### src/rtl/tcdm_master_shim_if.sv
// Core-side valid/ready request/response bundle plus the network req/gnt/vld port of one TCDM master.
// Latency: none, this is wiring only.
// Backpressure: req_ready/resp_ready on the core side; gnt and the credit gate on the network side.
interface tcdm_master_shim_if #(
    parameter int unsigned AddrWidth = 32,
    parameter int unsigned DataWidth = 32
);
    // core request / response
    logic                 req_valid;
    logic                 req_ready;
    logic [AddrWidth-1:0] req_add;
    logic                 req_wen;
    logic [DataWidth-1:0] req_wdata;
    logic                 resp_valid;
    logic                 resp_ready;
    logic [DataWidth-1:0] resp_rdata;
    // network request / response
    logic                 req;
    logic                 gnt;
    logic [AddrWidth-1:0] add;
    logic                 wen;
    logic [DataWidth-1:0] wdata;
    logic                 vld;
    logic [DataWidth-1:0] rdata;
    logic                 err;

    // shim view
    modport slave (
        input  req_valid, req_add, req_wen, req_wdata, resp_ready, gnt, vld, rdata,
        output req_ready, resp_valid, resp_rdata, req, add, wen, wdata, err
    );

    // core + network environment view
    modport master (
        output req_valid, req_add, req_wen, req_wdata, resp_ready, gnt, vld, rdata,
        input  req_ready, resp_valid, resp_rdata, req, add, wen, wdata, err
    );
endinterface

### src/rtl/tcdm_master_shim.sv
// Core valid/ready to TCDM req/gnt front-end with outstanding-credit gate and response FIFO.
// Latency: accept -> req 1 cycle, gnt -> vld 1 cycle (network), vld -> resp_valid 1 cycle.
// Backpressure: request held stable until granted; req withheld when credits run out; responses buffered.
module tcdm_master_shim #(
    parameter int unsigned AddrWidth      = 32,
    parameter int unsigned DataWidth      = 32,
    parameter int unsigned MaxOutstanding = 4,
    parameter bit          WriteRespOn    = 1'b1
) (
    input  logic              clk_i,
    input  logic              rst_ni,
    tcdm_master_shim_if.slave bus
);
    localparam int unsigned          CntWidth = $clog2(MaxOutstanding) + 1;
    localparam int unsigned          PtrWidth = (MaxOutstanding > 1) ? $clog2(MaxOutstanding) : 1;
    localparam logic [CntWidth-1:0]  CntMax   = CntWidth'(MaxOutstanding);
    localparam logic [PtrWidth-1:0]  PtrLast  = PtrWidth'(MaxOutstanding - 1);

    // holding register
    logic                 hold_vld_q;
    logic [AddrWidth-1:0] add_q;
    logic                 wen_q;
    logic [DataWidth-1:0] wdata_q;

    // credits: granted responses not yet popped by the core
    logic [CntWidth-1:0]  cnt_q;

    // response FIFO
    logic [DataWidth-1:0] mem_q [MaxOutstanding];
    logic [PtrWidth-1:0]  wr_ptr_q;
    logic [PtrWidth-1:0]  rd_ptr_q;
    logic [CntWidth-1:0]  fcnt_q;
    logic                 err_q;

    logic needs_cr;
    logic req;
    logic grant;
    logic rdy;
    logic accept;
    logic inc;
    logic dec;
    logic fifo_empty;
    logic fifo_full;
    logic bad_vld;
    logic push;

    function automatic logic [PtrWidth-1:0] next_ptr(input logic [PtrWidth-1:0] p);
        return (p == PtrLast) ? '0 : p + PtrWidth'(1);
    endfunction

    // Stores only take a credit when the network answers them.
    assign needs_cr   = !wen_q || WriteRespOn;
    assign req        = hold_vld_q && (!needs_cr || (cnt_q < CntMax));
    assign grant      = req && bus.gnt;
    assign rdy        = !hold_vld_q || grant;
    assign accept     = bus.req_valid && rdy;
    assign inc        = grant && needs_cr;
    assign fifo_empty = (fcnt_q == '0);
    assign fifo_full  = (fcnt_q == CntMax);
    assign dec        = !fifo_empty && bus.resp_ready;
    // A response with no credit outstanding, or with no room, is a protocol violation: drop it.
    assign bad_vld    = bus.vld && ((cnt_q == '0) || (fifo_full && !dec));
    assign push       = bus.vld && !bad_vld;

    assign bus.req_ready  = rdy;
    assign bus.req        = req;
    assign bus.add        = add_q;
    assign bus.wen        = wen_q;
    assign bus.wdata      = wdata_q;
    assign bus.resp_valid = !fifo_empty;
    assign bus.resp_rdata = mem_q[rd_ptr_q];
    assign bus.err        = err_q;

    // Load a new request on accept; a grant without a new accept empties the register.
    always_ff @(posedge clk_i or negedge rst_ni) begin
        if (!rst_ni) begin
            hold_vld_q <= 1'b0;
            add_q      <= '0;
            wen_q      <= 1'b0;
            wdata_q    <= '0;
        end else if (accept) begin
            hold_vld_q <= 1'b1;
            add_q      <= bus.req_add;
            wen_q      <= bus.req_wen;
            wdata_q    <= bus.req_wdata;
        end else if (grant) begin
            hold_vld_q <= 1'b0;
        end
    end

    // Credit counter: +1 per credited grant, -1 per core pop.
    always_ff @(posedge clk_i or negedge rst_ni) begin
        if (!rst_ni) begin
            cnt_q <= '0;
        end else begin
            case ({inc, dec})
                2'b10:   cnt_q <= cnt_q + CntWidth'(1);
                2'b01:   cnt_q <= cnt_q - CntWidth'(1);
                default: cnt_q <= cnt_q;
            endcase
        end
    end

    // Response FIFO storage and pointers; push and pop may coincide, even when full.
    always_ff @(posedge clk_i or negedge rst_ni) begin
        if (!rst_ni) begin
            for (int i = 0; i < int'(MaxOutstanding); i++) begin
                mem_q[i] <= '0;
            end
            wr_ptr_q <= '0;
            rd_ptr_q <= '0;
            fcnt_q   <= '0;
        end else begin
            if (push) begin
                mem_q[wr_ptr_q] <= bus.rdata;
                wr_ptr_q        <= next_ptr(wr_ptr_q);
            end
            if (dec) begin
                rd_ptr_q <= next_ptr(rd_ptr_q);
            end
            case ({push, dec})
                2'b10:   fcnt_q <= fcnt_q + CntWidth'(1);
                2'b01:   fcnt_q <= fcnt_q - CntWidth'(1);
                default: fcnt_q <= fcnt_q;
            endcase
        end
    end

    // Sticky error flag for dropped responses.
    always_ff @(posedge clk_i or negedge rst_ni) begin
        if (!rst_ni) begin
            err_q <= 1'b0;
        end else if (bad_vld) begin
            err_q <= 1'b1;
        end
    end
endmodule

### src/flat_wrapper.sv
// flat-port wrapper written by rule: the top's interface ports become plain ports
module tcdm_master_shim_flat 
#(
    parameter int unsigned AddrWidth      = 32,
    parameter int unsigned DataWidth      = 32,
    parameter int unsigned MaxOutstanding = 4,
    parameter bit          WriteRespOn    = 1'b1
)
  (clk_i, rst_ni, bus_req_valid, bus_req_add, bus_req_wen, bus_req_wdata, bus_resp_ready, bus_gnt, bus_vld, bus_rdata, bus_req_ready, bus_resp_valid, bus_resp_rdata, bus_req, bus_add, bus_wen, bus_wdata, bus_err);
  tcdm_master_shim_if #(.AddrWidth(AddrWidth), .DataWidth(DataWidth)) bus_i ();
  input  logic clk_i;
  input  logic rst_ni;
  input wire logic [$bits(bus_i.req_valid)-1:0] bus_req_valid;
  input wire logic [$bits(bus_i.req_add)-1:0] bus_req_add;
  input wire logic [$bits(bus_i.req_wen)-1:0] bus_req_wen;
  input wire logic [$bits(bus_i.req_wdata)-1:0] bus_req_wdata;
  input wire logic [$bits(bus_i.resp_ready)-1:0] bus_resp_ready;
  input wire logic [$bits(bus_i.gnt)-1:0] bus_gnt;
  input wire logic [$bits(bus_i.vld)-1:0] bus_vld;
  input wire logic [$bits(bus_i.rdata)-1:0] bus_rdata;
  output wire logic [$bits(bus_i.req_ready)-1:0] bus_req_ready;
  output wire logic [$bits(bus_i.resp_valid)-1:0] bus_resp_valid;
  output wire logic [$bits(bus_i.resp_rdata)-1:0] bus_resp_rdata;
  output wire logic [$bits(bus_i.req)-1:0] bus_req;
  output wire logic [$bits(bus_i.add)-1:0] bus_add;
  output wire logic [$bits(bus_i.wen)-1:0] bus_wen;
  output wire logic [$bits(bus_i.wdata)-1:0] bus_wdata;
  output wire logic [$bits(bus_i.err)-1:0] bus_err;
  assign bus_i.req_valid = bus_req_valid;
  assign bus_i.req_add = bus_req_add;
  assign bus_i.req_wen = bus_req_wen;
  assign bus_i.req_wdata = bus_req_wdata;
  assign bus_i.resp_ready = bus_resp_ready;
  assign bus_i.gnt = bus_gnt;
  assign bus_i.vld = bus_vld;
  assign bus_i.rdata = bus_rdata;
  assign bus_req_ready = bus_i.req_ready;
  assign bus_resp_valid = bus_i.resp_valid;
  assign bus_resp_rdata = bus_i.resp_rdata;
  assign bus_req = bus_i.req;
  assign bus_add = bus_i.add;
  assign bus_wen = bus_i.wen;
  assign bus_wdata = bus_i.wdata;
  assign bus_err = bus_i.err;
  tcdm_master_shim #(.AddrWidth(AddrWidth), .DataWidth(DataWidth), .MaxOutstanding(MaxOutstanding), .WriteRespOn(WriteRespOn)) u_core (.clk_i(clk_i), .rst_ni(rst_ni), .bus(bus_i));
endmodule
### config.mk
export PLATFORM = sky130hd
export DESIGN_NAME = tcdm_master_shim_flat
export DESIGN_NICKNAME = d
export VERILOG_FILES = /design/src/rtl/tcdm_master_shim_if.sv /design/src/rtl/tcdm_master_shim.sv /design/src/flat_wrapper.sv
export SDC_FILE = /design/constraint.sdc
export NUM_CORES = 1
export LEC_CHECK = 0
export ABC_AREA = 1
export CORE_UTILIZATION = 46
export DETAILED_ROUTE_END_ITERATION = 6
export PLACE_DENSITY = 0.77
export SLEW_MARGIN = 20
export SYNTH_ARGS = -nofsm -noshare
export SYNTH_HDL_FRONTEND = slang
export SYNTH_SLANG_ARGS = --single-unit
export TNS_END_PERCENT = 5
### constraint.sdc
create_clock -name clk_i -period 1.9 [get_ports clk_i]
set_input_delay 0.19 -clock clk_i [delete_from_list [all_inputs] [get_ports clk_i]]
set_output_delay 0.19 -clock clk_i [all_outputs]
set_load 0.005 [all_outputs]
==> impl_metrics.ini, run 1 <==
[outcome]
status = complete, but fails checks
violations = negative setup slack

[cts]
clockBufferDepth = 3
cts-root-buf = clkbuf_16
clock-sinks = 205
clk_latency_ps = 490
cts_tree = built
h-tree-depth = 1
cts-buffers-inserted = 22
clk_transition_reported_paths_ps = 60

[global_routing]
grt_pass1_wl_um = 41700
grt_usage = 0.262
grt-ovfl-total = 0
antenna_found_initial = 0
grt_max_degree = 64
grt_pass1_vias = 8110

[power_and_ir_drop]
seq_power_share = 0.349
p_leak_nw = 6.28
swShare = 0.377
comb_power_share = 0.469
power_density_nw_per_um2 = 1760
p_switching_w = 0.00832
peakVddDrop_uv = 875
p_int_w = 0.0137
totalPowerFinal_w = 0.0221
p_clk_frac = 0.182

[die]
rows = 50
core_um2 = 19000
die_area_um2 = 20200
dieHeight_um = 142
boundaryPins = 204
die_w_um = 142
initial_utilization = 0.476

[yosys]
syn_area_per_cell_um2 = 8.35
ys_seq_area_frac = 0.569
syn_nets = 1192
netlist_instances = 1080
yosys_warnings = 0
syn_area_um2 = 9020
synth_seq_cells = 205
ys_types = 24

[worst_setup_path]
crit_fanout = 10
end_kind = primary output
crit_type = flip-flop to primary output
start_kind = flip-flop
cp.arrival_ps = 1770
required_ps = 1710

[sta]
slew_violations = 0
setup_violations = 29
rsz0062_at_grt = true
fin_crit_ps = 1960
finalClockSkew_ps = 9.47
hold_viol = 0
clock.fmax_ghz = 0.510
finalWorstSetupSlack_ps = -59.6
period_share = 1.03
worst_pin_slew_ps = 549
relSlewSlack = 0.634
fin_tns_setup_ps = -809

[min_path]
hp-class = input port to flip-flop

[final_layout]
fillers = 1547
n_antenna_cell = 0
nets = 1412
syn2layout_area_growth_pct = 39.3
drive_gt1_frac = 0.149

[placement]
pre_cts_slack_ps = -233
io_buffer_count = 203
hpwlAfterDp_um = 16000
place_congestion = 0.764

[run]
drv_cap = 0

[detailed_routing]
dr.first_iter.drc_count = 451
postRouteAntennaNets = 0
wl_um = 26000
drtPass1Iterations = 5
wl_per_cell_um = 16.6
num_vias = 8144
drc_errors = 0
via_per_inst = 5.18
[critical path, cell delays in order (launching register included)]
cell and delay [ps]:
dfrtp_2 480, clkinv_4 130, buf_8 150, buf_8 140, o21ai_2 130, o22ai_2 100
buf_2 140
[timing repair]
item                       in CTS  in global routing
setup buffers                   8                  0
hold buffers                    1                  0
setup endpoints to repair      33                 35
pin swaps                      18                  8
hold endpoints to repair       56                  0
gates cloned                    4                  0
resized for setup             197                 65
[power by group through the flow]
stage                     Sequential, W  Clock (W)  Combinational [W]
after floorplan                 0.00737          0            0.00490
after global placement          0.00748          0            0.00942
after detailed placement        0.00751          0            0.00966
after CTS                       0.00758    0.00409             0.0100
after global routing            0.00791    0.00429             0.0114
final                           0.00771    0.00402             0.0103
[placed cells by master (no fill, tap or decap), drive strengths merged, types with 4 or more instances in the layout]
cell type      netlist  routed
inv                 17      16
clkbuf              24      37
nand4                4       4
ha                   7       7
o21ai               72      72
o22ai               32      32
nand2              529     529
dfrtp              205     205
clkinv               0       4
buf                 41      88
clkdlybuf4s50        0     168
nor2                73      73
nand3               66      66
[worst paths after layout]
| check | from | to | cells after the start | slack [ps] |
|---|---|---|---|---|
| worst max-delay path | u_core.rd_ptr_q[0]$_DFFE_PN0P_ | bus_resp_rdata[1] | 6 | -60 |
| max in group asynchronous | rst_ni | u_core.rd_ptr_q[0]$_DFFE_PN0P_ | 3 | 990 |
| worst min-delay path | bus_req_valid | u_core.bus.wdata[29]$_DFFE_PN0P_ | 3 | 110 |
| worst min register to register | u_core.bus.wdata[27]$_DFFE_PN0P_ | u_core.bus.wdata[27]$_DFFE_PN0P_ | 2 | 470 |
| worst max register to register | u_core.fcnt_q[0]$_DFFE_PN0P_ | u_core.fcnt_q[2]$_DFFE_PN0P_ | 9 | 40 |
| min in group asynchronous | rst_ni | u_core.mem_q[5]$_DFFE_PN0P_ | 2 | 270 |
[cell usage after synthesis, drive strengths merged]
cell    number  area, µm²
a21boi       1       7.51
a21o         1       7.51
a21oi        2       10.0
buf         41        318
clkbuf      24       90.1
dfrtp      205       5130
fa           2       40.0
ha           7       87.6
inv         17       63.8
nand2      529       1990
nand3       66        343
nand4        4       25.0
nor2        73        307
o21ai       72        360
o22ai       32        200
xnor2        3       26.3
xor2         1       8.76
[layer usage]
| layer | vias to the layer above | global-route usage | wire length [µm] |
|---|---|---|---|
| met2 | 302 | 0.462 | 13200 |
| met5 | - | 0 | 0 |
| met1 | 3947 | 0.326 | 10500 |
| met4 | 0 | 0.0589 | 350 |
| met3 | 32 | 0.0609 | 2040 |
| li1 | 3863 | - | - |
[logic make-up after synthesis]
kind of cell	synth area share
flops	0.569
simple gates	0.296
xor+xnor	0.00389
compound gates	0.0649
buf+inv	0.0523
fa+ha+maj	0.0142
[flip-flops by register name, summed over array words and instances (netlist names)]
name               cells
u_core.cnt_q           3
u_core.bus.add        32
u_core.mem_q         128
u_core.bus.err         1
u_core.fcnt_q          3
u_core.hold_vld_q      1
u_core.bus.wen         1
u_core.wr_ptr_q        2
u_core.rd_ptr_q        2
u_core.bus.wdata      32
[layout make-up]
type | count | area [µm²] | area share
well taps | 260 | 325 | 0.0259
flip-flops and latches | 205 | 5130 | 0.408
clock buffers | 34 | 657 | 0.0523
inverters | 17 | 71.3 | 0.00568
clock inverters | 3 | 15.0 | 0.00120
multi-input cells | 793 | 3680 | 0.293
repair buffers | 261 | 2680 | 0.214
[stage by stage]
step	hold slack, ps	util	cell area, µm²	cells
2_1_floorplan	-106	-	9020	1080
3_5_place_dp	226	0.607	11500	1523
5_1_grt	109	0.663	12600	1573
3_3_place_gp	229	0.607	11500	1523
6_report	112	0.663	12600	1573
4_1_cts	94.1	0.653	12400	1573
Power figures use the tool's default switching activity.
==> run 2, diff against run 1 <==
--- a/config.mk
+++ b/config.mk
@@ -6,8 +6,10 @@
 export NUM_CORES = 1
 export LEC_CHECK = 0
 export ABC_AREA = 1
+export CAP_MARGIN = 5
 export CORE_UTILIZATION = 46
 export DETAILED_ROUTE_END_ITERATION = 6
+export GPL_ROUTABILITY_DRIVEN = 0
 export PLACE_DENSITY = 0.77
 export SLEW_MARGIN = 20
 export SYNTH_ARGS = -nofsm -noshare
==> results of run 2 <==
The final DEF is identical to that of run 1; final timing and power are the same.
==> run 3, diff against run 2 <==
--- a/config.mk
+++ b/config.mk
@@ -5,13 +5,12 @@
 export SDC_FILE = /design/constraint.sdc
 export NUM_CORES = 1
 export LEC_CHECK = 0
-export ABC_AREA = 1
 export CAP_MARGIN = 5
-export CORE_UTILIZATION = 46
+export CORE_UTILIZATION = 45
 export DETAILED_ROUTE_END_ITERATION = 6
 export GPL_ROUTABILITY_DRIVEN = 0
-export PLACE_DENSITY = 0.77
-export SLEW_MARGIN = 20
+export GPL_TIMING_DRIVEN = 0
+export PLACE_DENSITY = 0.76
 export SYNTH_ARGS = -nofsm -noshare
 export SYNTH_HDL_FRONTEND = slang
 export SYNTH_SLANG_ARGS = --single-unit
==> run 3 against run 2 <==
  * The run still ends with negative setup slack left
  * Sequential cell count did not move
  * Final area fell by 4.8%
  * Die area fell by 1.9%
  * Via count is 35% lower
  * Setup slack lost 140 ps
  * Clock-buffer cell count unchanged
  * Largest cell class unchanged
  * Largest power group unchanged
==> impl_metrics.ini, run 3 <==
[outcome]
status = complete, but fails checks
violations = negative setup slack

[worst_setup_path]
start_kind = flip-flop
slowest_stage = dfrtp_4
ff2ff_setup_slack_ps = -100
required_ps = 1710
crit_type = flip-flop to primary output
cp.arrival_ps = 1910
cp_cell_sequence = buf_12 > buf_12 > mux4_2 > buf_6
crit_path_max_incr_delay_ps = 530
crit_fanout = 5
cpMostUsedCell = buf_12
r2r-end = u_core.fcnt_q[2]$_DFFE_PN0P_
cp-endpoint = bus_resp_rdata[30]
crit_path_start = u_core.rd_ptr_q[0]$_DFFE_PN0P_
r2r-start = u_core.fcnt_q[0]$_DFFE_PN0P_
end_kind = primary output
reg2reg_depth = 9

[sta]
fin_crit_ps = 2100
setup_violations = 36
slew_violations = 0
fin_tns_setup_ps = -5130
clock.fmax_ghz = 0.476
rsz0062_at_grt = true
finalClockSkew_ps = 8.37
worst_pin_slew_ps = 819
hold_viol = 0
relSlewSlack = 0.454
period_share = 1.11
finalWorstSetupSlack_ps = -202

[cts]
h-tree-depth = 1
cts-buffers-inserted = 22
cts-root-buf = clkbuf_16
clock-sinks = 205
clk_transition_reported_paths_ps = 60
clk_latency_ps = 500
clockBufferDepth = 3
cts_tree = built

[yosys]
synth_top_area_frac = 0.593
syn_area_um2 = 8650
synthFlopType = dfrtp_1
async_reset_ff_frac = 1.00
syn_area_per_cell_um2 = 16.9
yosys_warnings = 0
ys_types = 22
synth_most_common_cell = dfrtp_1
syn_nets = 625
yosys.area.top_type = dfrtp_1
synth_seq_cells = 205
synth_edf_count = 0
ys_seq_area_frac = 0.593
netlist_instances = 513
ys_top_cells_by_area = dfrtp_1 59%, mux2_2 26%, mux4_2 8.3%
ys_top_cells_by_count = 205 x dfrtp_1, 197 x mux2_2, 32 x mux4_2

[final_layout]
nets = 868
final_core_util = 0.637
final_cell_mix = 200 x dfrtp_1, 190 x mux2_2, 167 x clkdlybuf4s50_1
syn2layout_area_growth_pct = 38.2
largest_register_ffs = 128
drive_gt1_frac = 0.465
final_common_cell = dfrtp_1
fillers = 1342
n_antenna_cell = 0
regMostFlops = u_core.mem_q

[detailed_routing]
num_vias = 5300
via_per_inst = 5.28
wl_um = 19300
dr.first_iter.drc_count = 128
drc_errors = 0
postRouteAntennaNets = 0
wl_per_cell_um = 19.2
drtPass1Iterations = 4

[global_routing]
grt-ovfl-total = 0
antenna_found_initial = 0
grt_usage = 0.201
grt_max_degree = 111
grt_pass1_wl_um = 31200
grt_pass1_vias = 6022

[power_and_ir_drop]
power_density_nw_per_um2 = 1770
totalPowerFinal_w = 0.0211
p_leak_nw = 5.03
peakVddDrop_uv = 895

[die]
die_area_um2 = 19800
core_um2 = 18800
boundaryPins = 204
rows = 50
dieHeight_um = 141
die_w_um = 141
initial_utilization = 0.461

[placement]
hpwlAfterDp_um = 13300
io_buffer_count = 203
pre_cts_slack_ps = -631

[min_path]
hp-class = input port to flip-flop

[run]
drv_cap = 0
-- run 3: changes by cell type after synthesis, moves of 64 or more --
cell     change
nand2_1    -519
mux2_2     +197
nor2_1      -64
nand3_1     -65
o21ai_0     -71
-- run 3: worst min path at each step --
stage | start | end | slack, ps | depth (start not counted)
final | bus_req_valid | u_core.hold_vld_q$_DFFE_PN0P_ | 290 | 2
after global routing | bus_req_wdata[0] | u_core.bus.wdata[0]$_DFFE_PN0P_ | 300 | 2
after CTS | bus_req_valid | u_core.hold_vld_q$_DFFE_PN0P_ | 260 | 2
after detailed placement | rst_ni | u_core.mem_q[70]$_DFFE_PN0P_ | 300 | 1
after global placement | u_core.bus.err$_DFFE_PN0P_ | u_core.bus.err$_DFFE_PN0P_ | 460 | 1
after floorplan | rst_ni | u_core.bus.add[0]$_DFFE_PN0P_ | -110 | 0
-- run 3: cells by family (layout without fill, tap and decap cells) --
logic type	Yosys count	after routing	share of synthesized area
and+or+nand+nor	23	23	0.0150
AOI/OAI and AO/OA	2	2	0.00145
xor gates and xnor gates	6	6	0.00607
muxes	231	231	0.342
DFF	205	205	0.593
adders and majority gates	9	9	0.0147
buffers and inverters	37	294	0.0279
-- run 3: per-layer routing --
layer | routed length, µm | global-route usage | vias to the layer above
met5 | 0 | 0 | -
met4 | 309 | 0.0475 | 0
met3 | 1600 | 0.0625 | 26
met2 | 9930 | 0.359 | 185
met1 | 7450 | 0.236 | 2745
li1 | - | - | 2344
-- run 3: per-stage QoR --
stage	cell area, µm²	hold slack [ps]	cells
after global routing	12000	296	1004
after floorplan	8670	-106	513
after global placement	11000	456	950
after detailed placement	11000	301	951
after CTS	11900	264	1001
final	12000	291	1004
-- run 3: layout make-up --
| class | count | area [µm²] | share of cell area |
|---|---|---|---|
| Buffer | 25 | 265 | 0.0222 |
| Clock buffer | 34 | 667 | 0.0558 |
| Clock inverter | 4 | 25.0 | 0.00209 |
| Inverter | 10 | 37.5 | 0.00314 |
| Multi-Input combinational cell | 271 | 3390 | 0.283 |
| Sequential cell | 205 | 5140 | 0.430 |
| Tap cell | 234 | 293 | 0.0245 |
| Timing Repair Buffer | 221 | 2150 | 0.180 |
-- run 3: report_power, final --
| group | internal (W) | total (W) | switching, W | leakage, nW |
|---|---|---|---|---|
| Clock | 0.00240 | 0.00402 | 0.00162 | 0.335 |
| Combinational | 0.00602 | 0.00918 | 0.00316 | 2.28 |
| Sequential | 0.00664 | 0.00792 | 0.00128 | 2.41 |
-- run 3: what timing repair did --
action | in CTS | in global routing
setup buffers | 11 | 5
hold buffers | 1 | 0
hold endpoints to repair | 109 | 0
pin swaps | 3 | 5
setup endpoints to repair | 166 | 143
gates resized for setup | 142 | 42
gates cloned | 3 | 0
-- run 3: worst max-delay path, delay by kind of cell, from the launching register on --
kind | cells | cell delay (ps)
flops | 1 | 530
buf+inv | 3 | 430
mux | 1 | 460
